### src/rtl/aes_pkg.sv
// Shared types and round-count constants for the AES round-sequencing controller.
package aes_pkg;

    typedef enum logic [1:0] {
        KL128   = 2'b00,
        KL192   = 2'b01,
        KL256   = 2'b10,
        KL_RSVD = 2'b11
    } key_len_t;

    typedef enum logic [2:0] {
        IDLE,
        KEY_EXP,
        INIT,
        ROUND,
        FINAL,
        HOLD
    } ctrl_state_t;

    localparam logic [3:0] NR_128 = 4'd10;
    localparam logic [3:0] NR_192 = 4'd12;
    localparam logic [3:0] NR_256 = 4'd14;

    function automatic logic [3:0] nr_of(input key_len_t kl);
        case (kl)
            KL192:   nr_of = NR_192;
            KL256:   nr_of = NR_256;
            default: nr_of = NR_128;
        endcase
    endfunction

endpackage

### src/rtl/aes_rnd_cnt.sv
// Loadable up/down round counter; hit_o flags that the next step lands on term_i.
module aes_rnd_cnt #(
    parameter int CNT_W = 4
) (
    input  logic             CLK,
    input  logic             rst_n,
    input  logic             clr_i,
    input  logic             ld_i,
    input  logic [CNT_W-1:0] ld_val_i,
    input  logic             step_i,
    input  logic             down_i,
    input  logic [CNT_W-1:0] term_i,
    output logic [CNT_W-1:0] cnt_o,
    output logic             hit_o
);

    localparam logic [CNT_W-1:0] ONE = CNT_W'(1);

    logic [CNT_W-1:0] cnt_q;
    logic [CNT_W-1:0] stepVal;

    assign stepVal = down_i ? (cnt_q - ONE) : (cnt_q + ONE);
    assign hit_o   = (stepVal == term_i);
    assign cnt_o   = cnt_q;

    // Clear has priority over load, load over stepping.
    always_ff @(posedge CLK or negedge rst_n) begin
        if (!rst_n) begin
            cnt_q <= '0;
        end else if (clr_i) begin
            cnt_q <= '0;
        end else if (ld_i) begin
            cnt_q <= ld_val_i;
        end else if (step_i) begin
            cnt_q <= stepVal;
        end
    end

endmodule

### src/rtl/aes_ctrl_fsm_p.sv
// AES round-sequencing controller: key pre-expansion for decryption, initial
// AddRoundKey, middle rounds, final round and result hand-off with abort.
module aes_ctrl_fsm_p
    import aes_pkg::*;
#(
    parameter bit SUPPORT_DEC = 1'b1,
    parameter bit SUPPORT_192 = 1'b1,
    parameter int CNT_W       = 4
) (
    input  logic             CLK,
    input  logic             rst_n,
    input  logic             in_valid,
    output logic             in_ready,
    input  logic [1:0]       key_len,
    input  logic             mode,
    input  logic             abort,
    output logic             out_valid,
    input  logic             out_ready,
    output logic             Ld_State,
    output logic             En_Func,
    output logic             Last_Rnd,
    output logic             En_Exp,
    output logic             Exp_Dir,
    output logic [CNT_W-1:0] rnd_idx,
    output logic             Busy,
    output logic             Err
);

    ctrl_state_t      state_q, state_d;
    logic [CNT_W-1:0] nr_q, nr_d;
    logic             dec_q, dec_d;

    logic ldState_q, enFunc_q, lastRnd_q, enExp_q, expDir_q, busy_q, outValid_q;

    key_len_t         klIn;
    logic             rsvdKl;
    logic             decIn;
    logic             accept;
    logic             cntClr, cntLd, cntStep, cntDown, cntHit;
    logic [CNT_W-1:0] cntTerm;

    assign klIn     = key_len_t'(key_len);
    assign rsvdKl   = (klIn == KL_RSVD) || ((klIn == KL192) && !SUPPORT_192);
    assign decIn    = SUPPORT_DEC && mode;
    assign in_ready = (state_q == IDLE) && !abort;
    assign accept   = in_valid && in_ready;
    assign Err      = accept && rsvdKl;

    // KEY_EXP always counts up to NR; ROUND heads for NR (enc) or 0 (dec).
    assign cntClr  = abort || (state_q inside {IDLE, FINAL, HOLD});
    assign cntLd   = (state_q == KEY_EXP) && cntHit;
    assign cntStep = state_q inside {KEY_EXP, INIT, ROUND};
    assign cntDown = dec_q && (state_q inside {INIT, ROUND});
    assign cntTerm = ((state_q == KEY_EXP) || !dec_q) ? nr_q : '0;

    aes_rnd_cnt #(
        .CNT_W (CNT_W)
    ) u_rnd_cnt (
        .CLK      (CLK),
        .rst_n    (rst_n),
        .clr_i    (cntClr),
        .ld_i     (cntLd),
        .ld_val_i (nr_q),
        .step_i   (cntStep),
        .down_i   (cntDown),
        .term_i   (cntTerm),
        .cnt_o    (rnd_idx),
        .hit_o    (cntHit)
    );

    always_comb begin
        state_d = state_q;
        nr_d    = nr_q;
        dec_d   = dec_q;
        case (state_q)
            IDLE: begin
                if (accept && !rsvdKl) begin
                    state_d = decIn ? KEY_EXP : INIT;
                    nr_d    = CNT_W'(nr_of(klIn));
                    dec_d   = decIn;
                end
            end
            KEY_EXP: if (cntHit) state_d = INIT;
            INIT:    state_d = ROUND;
            ROUND:   if (cntHit) state_d = FINAL;
            FINAL:   state_d = HOLD;
            HOLD:    if (out_ready) state_d = IDLE;
            default: state_d = IDLE;
        endcase
        if (abort) state_d = IDLE;
    end

    // Outputs are decoded from the next state so they leave the flops glitch-free.
    always_ff @(posedge CLK or negedge rst_n) begin
        if (!rst_n) begin
            state_q    <= IDLE;
            nr_q       <= '0;
            dec_q      <= 1'b0;
            ldState_q  <= 1'b0;
            enFunc_q   <= 1'b0;
            lastRnd_q  <= 1'b0;
            enExp_q    <= 1'b0;
            expDir_q   <= 1'b0;
            busy_q     <= 1'b0;
            outValid_q <= 1'b0;
        end else begin
            state_q    <= state_d;
            nr_q       <= nr_d;
            dec_q      <= dec_d;
            ldState_q  <= (state_d == INIT);
            enFunc_q   <= state_d inside {ROUND, FINAL};
            lastRnd_q  <= (state_d == FINAL);
            enExp_q    <= state_d inside {KEY_EXP, ROUND, FINAL};
            expDir_q   <= dec_d && (state_d inside {ROUND, FINAL});
            busy_q     <= state_d inside {KEY_EXP, INIT, ROUND, FINAL};
            outValid_q <= (state_d == HOLD);
        end
    end

    assign Ld_State  = ldState_q;
    assign En_Func   = enFunc_q;
    assign Last_Rnd  = lastRnd_q;
    assign En_Exp    = enExp_q;
    assign Exp_Dir   = expDir_q;
    assign Busy      = busy_q;
    assign out_valid = outValid_q;

endmodule
### config.mk
export PLATFORM = sky130hd
export DESIGN_NAME = aes_ctrl_fsm_p
export DESIGN_NICKNAME = d
export VERILOG_FILES = /design/src/rtl/aes_pkg.sv /design/src/rtl/aes_rnd_cnt.sv /design/src/rtl/aes_ctrl_fsm_p.sv
export SDC_FILE = /design/constraint.sdc
export NUM_CORES = 1
export LEC_CHECK = 0
export CAP_MARGIN = 20
export CORE_MARGIN = 1
export CORE_UTILIZATION = 45
export CTS_CLUSTER_SIZE = 25
export DETAILED_ROUTE_END_ITERATION = 8
export PLACE_DENSITY_LB_ADDON = 0.05
export SYNTH_ARGS = -nofsm -noshare
export SYNTH_HDL_FRONTEND = slang
export SYNTH_HIERARCHICAL = 1
export SYNTH_SLANG_ARGS = --single-unit
### constraint.sdc
create_clock -name CLK -period 3.7 [get_ports CLK]
set_clock_uncertainty 0.2 [all_clocks]
set_input_delay 0.74 -clock CLK [delete_from_list [all_inputs] [get_ports CLK]]
set_output_delay 0.74 -clock CLK [all_outputs]
set_load 0.005 [all_outputs]
==> impl_metrics.toml <==
[timing]
fin_crit_ns = 3.334
relSlewSlack_pct = 46.56
maxSlewViolCount = 0
finalSetupTns_ns = 0
hold_ws_ns = 0.2941
hold_viol_final = 0
rsz0062_at_grt = "false"
tightest_slew_ns = 0.7990
fin_crit_sh_pct = 90.11
setup_viol = 0
max_freq_mhz = 299.9

[clock_tree]
cts_resized = 0
cts_max_level = 1
cts_tree = "built"
clock_sinks = 18
clkTransAtPathRegs_ns = 0.10
hold_buffers = 0
cts_buffers = 3
cts_buffer_depth = 2
post-cts-setup-buffers = 0
cts_root_buf = "clkbuf_4"
insertion_delay_ns = 0.30

[logic_synthesis]
avgSynthCellArea_sq_um = 10.74
yosysTopAreaCell = "dfrtp_1"
yosysUniqueCellTypes = 51
ys_ff_latch = 18
synthArstFlopShare_pct = 100.0
synth_ff_type = "dfrtp_1"
synth_warnings = 6
synth_edf_count = 0
syn_area_sq_mm = 0.001117
postSynthCellCount = 104
ys_top_cells_by_area = "dfrtp_1 (40%), ha_1 (4.5%), xnor2_1 (3.9%)"
ys_seq_area_share_pct = 40.31
synth_top_area_share_pct = 40.31

[global_route]
busiest_layer = "met2"
grt_pass1_wl_um = 3456
met2_usage_pct = 27.14
use_met3_pct = 5.263
gr-usage-all-layers_pct = 17.97
grt_pass1_vias = 775
globalRouteOverflowTotal = 0
gr-usage-met1_pct = 24.63
grt_max_degree = 19
antenna_found_initial = 0

[route]
drtIter0Drc = 31
num_vias = 818
final_antenna_net_count = 0
drtPass1Iterations = 4
drc = 0
wl_um = 2013
wl_per_cell_um = 12.74
vias_per_cell = 5.177

[place]
dp_hpwl_um = 1546
portBuffers = 20
routabilityCongestion = 0.7372

[final_layout]
postLayoutCoreUtil_pct = 61.30
register_area_sq_um = 450.4
nFillCells = 204
final_cell_mix = "clkdlybuf4s50_1 (20), dfrtp_1 (18), nor2_1 (8), nand2_1 (7)"
nNetsFinal = 144
drive_gt1_share_pct = 20.00
multiInputGateArea_sq_um = 624.3
area_delta_synth_final_pct = 24.86
antenna_cells = 0
final_common_cell = "clkdlybuf4s50_1"

[floorplan]
fp.dieArea_sq_mm = 0.002686
std_cell_rows = 17
ios = 21
initial_core_util_pct = 49.09
die_height_um = 51.83
die_x_um = 51.83
core_sq_mm = 0.002276

[worst_setup_path]
reg2reg_depth = 13
cp_cell_sequence = "inv_1, nor3b_1, ha_1, a21oi_2, nand2_1, xnor3_1, nor4_2, nand2_1, nor3_1, buf_4, nor2b_1, o21ai_2, nor4bb_1"
critPathMaxFanout = 9
critPathArrivalTime_ns = 3.33
endpoint_kind = "flop"
start_kind = "flop"
path_class = "flop to flop"
crit_family = "simple AND/OR/NAND/NOR gates"
path_buf_inv = 2
max_stage_delay_ns = 0.37
crit_top_cell = "nand2_1"
rrSetupSlack_ns = 0.37
r2r_start = "state_q[1]"
crit_slowest_cell = "dfrtp_1"
reg2reg_to = "u_rnd_cnt/cnt_o[3]"
worstPathRequired_ns = 3.69

[hold_path]
min_from = "nr_q[3]"
worstHoldEndpoint = "nr_q[3]"
holdPathStages = 1
hp-class = "flop to flop"

[outcome]
outcome = "complete, no violations"

[power]
peakVddDrop_mv = 0.2528
p_per_area_mw_per_mm2 = 428.6
leakagePower_nw = 0.6232

[run]
max-cap-violations = 0
==> power breakdown <==
part           switching [mW]  internal (mW)
combinational           0.110          0.122
sequential             0.0215          0.224
clock                  0.0608         0.0600
total                   0.192          0.406
==> worst max path at each step <==
stage                     slack, ns  cells after the start                 end  startpoint
final                          0.37                     13  u_rnd_cnt/cnt_o[3]  state_q[1]
after global routing           0.11                     13  u_rnd_cnt/cnt_o[3]  state_q[1]
after CTS                      0.37                     13  u_rnd_cnt/cnt_o[3]  state_q[1]
after detailed placement       0.41                      4                 Err       abort
after global placement         0.43                      4                 Err       abort
after floorplan                0.37                     13  u_rnd_cnt/cnt_o[3]  state_q[2]
==> metrics by stage <==
| step | worst slack [ns] | area [sq um] | std cells | total power [mW] |
|---|---|---|---|---|
| after floorplan | 0.3673 | 1121 | 105 | 0.4087 |
| after global placement | 0.4326 | 1359 | 154 | 0.4780 |
| after detailed placement | 0.4055 | 1359 | 154 | 0.4816 |
| after CTS | 0.3723 | 1395 | 158 | 0.6049 |
| after global routing | 0.1100 | 1395 | 158 | 0.6391 |
| final | 0.3661 | 1395 | 158 | 0.5979 |
==> worst reg2reg max path, stage by stage, from the launching register on <==
cell,delay [ns]
dfrtp_1,0.37
inv_1,0.08
nor3b_1,0.35
ha_1,0.35
a21oi_2,0.21
nand2_1,0.10
xnor3_1,0.35
nor4_2,0.29
nand2_1,0.16
nor3_1,0.17
buf_4,0.20
nor2b_1,0.07
o21ai_2,0.05
nor4bb_1,0.30
==> synthesized netlist by cell type (all sizes together), types with 2 or more instances <==
master / count
nand2b: 4
buf: 4
nor4: 3
ha: 4
a21oi: 5
o21ai: 5
a211oi: 3
nand3: 2
a21boi: 2
nor3: 2
nand2: 8
and2: 5
dfrtp: 18
nor2: 8
xnor2: 5
inv: 3
==> sequential cells by signal, summed over array words and instances, names as in the netlist <==
signal           count
nr_q                 3
dec_q                1
out_valid            1
Exp_Dir              1
Ld_State             1
Busy                 1
En_Func              1
state_q              3
Last_Rnd             1
u_rnd_cnt/cnt_o      4
En_Exp               1
==> per-layer routing <==
layer,vias up,routed length [um]
met5,-,0
met4,0,14
met3,2,101
met2,25,848
met1,372,1048
li1,419,-
==> area by class of cell <==
cell class | instances | area share (%)
multi-input combinational | 80 | 44.75
sequential | 18 | 32.29
timing repair buffer | 25 | 17.04
clock buffer | 4 | 2.601
tap | 28 | 2.511
inverter | 3 | 0.8072
==> logic make-up (layout without fill, tap and decap cells) <==
family | Yosys count | in the layout | share of synthesized area, %
adders and majority gates | 5 | 5 | 6.271
muxes | 2 | 2 | 2.239
buffers and inverters | 7 | 32 | 4.143
DFF | 18 | 18 | 40.31
AOI/OAI and AO/OA | 21 | 21 | 14.56
xor gates and xnor gates | 7 | 7 | 6.719
and+or+nand+nor | 43 | 43 | 25.42
other | 1 | 2 | 0.3356
Power figures use the tool's default switching activity.
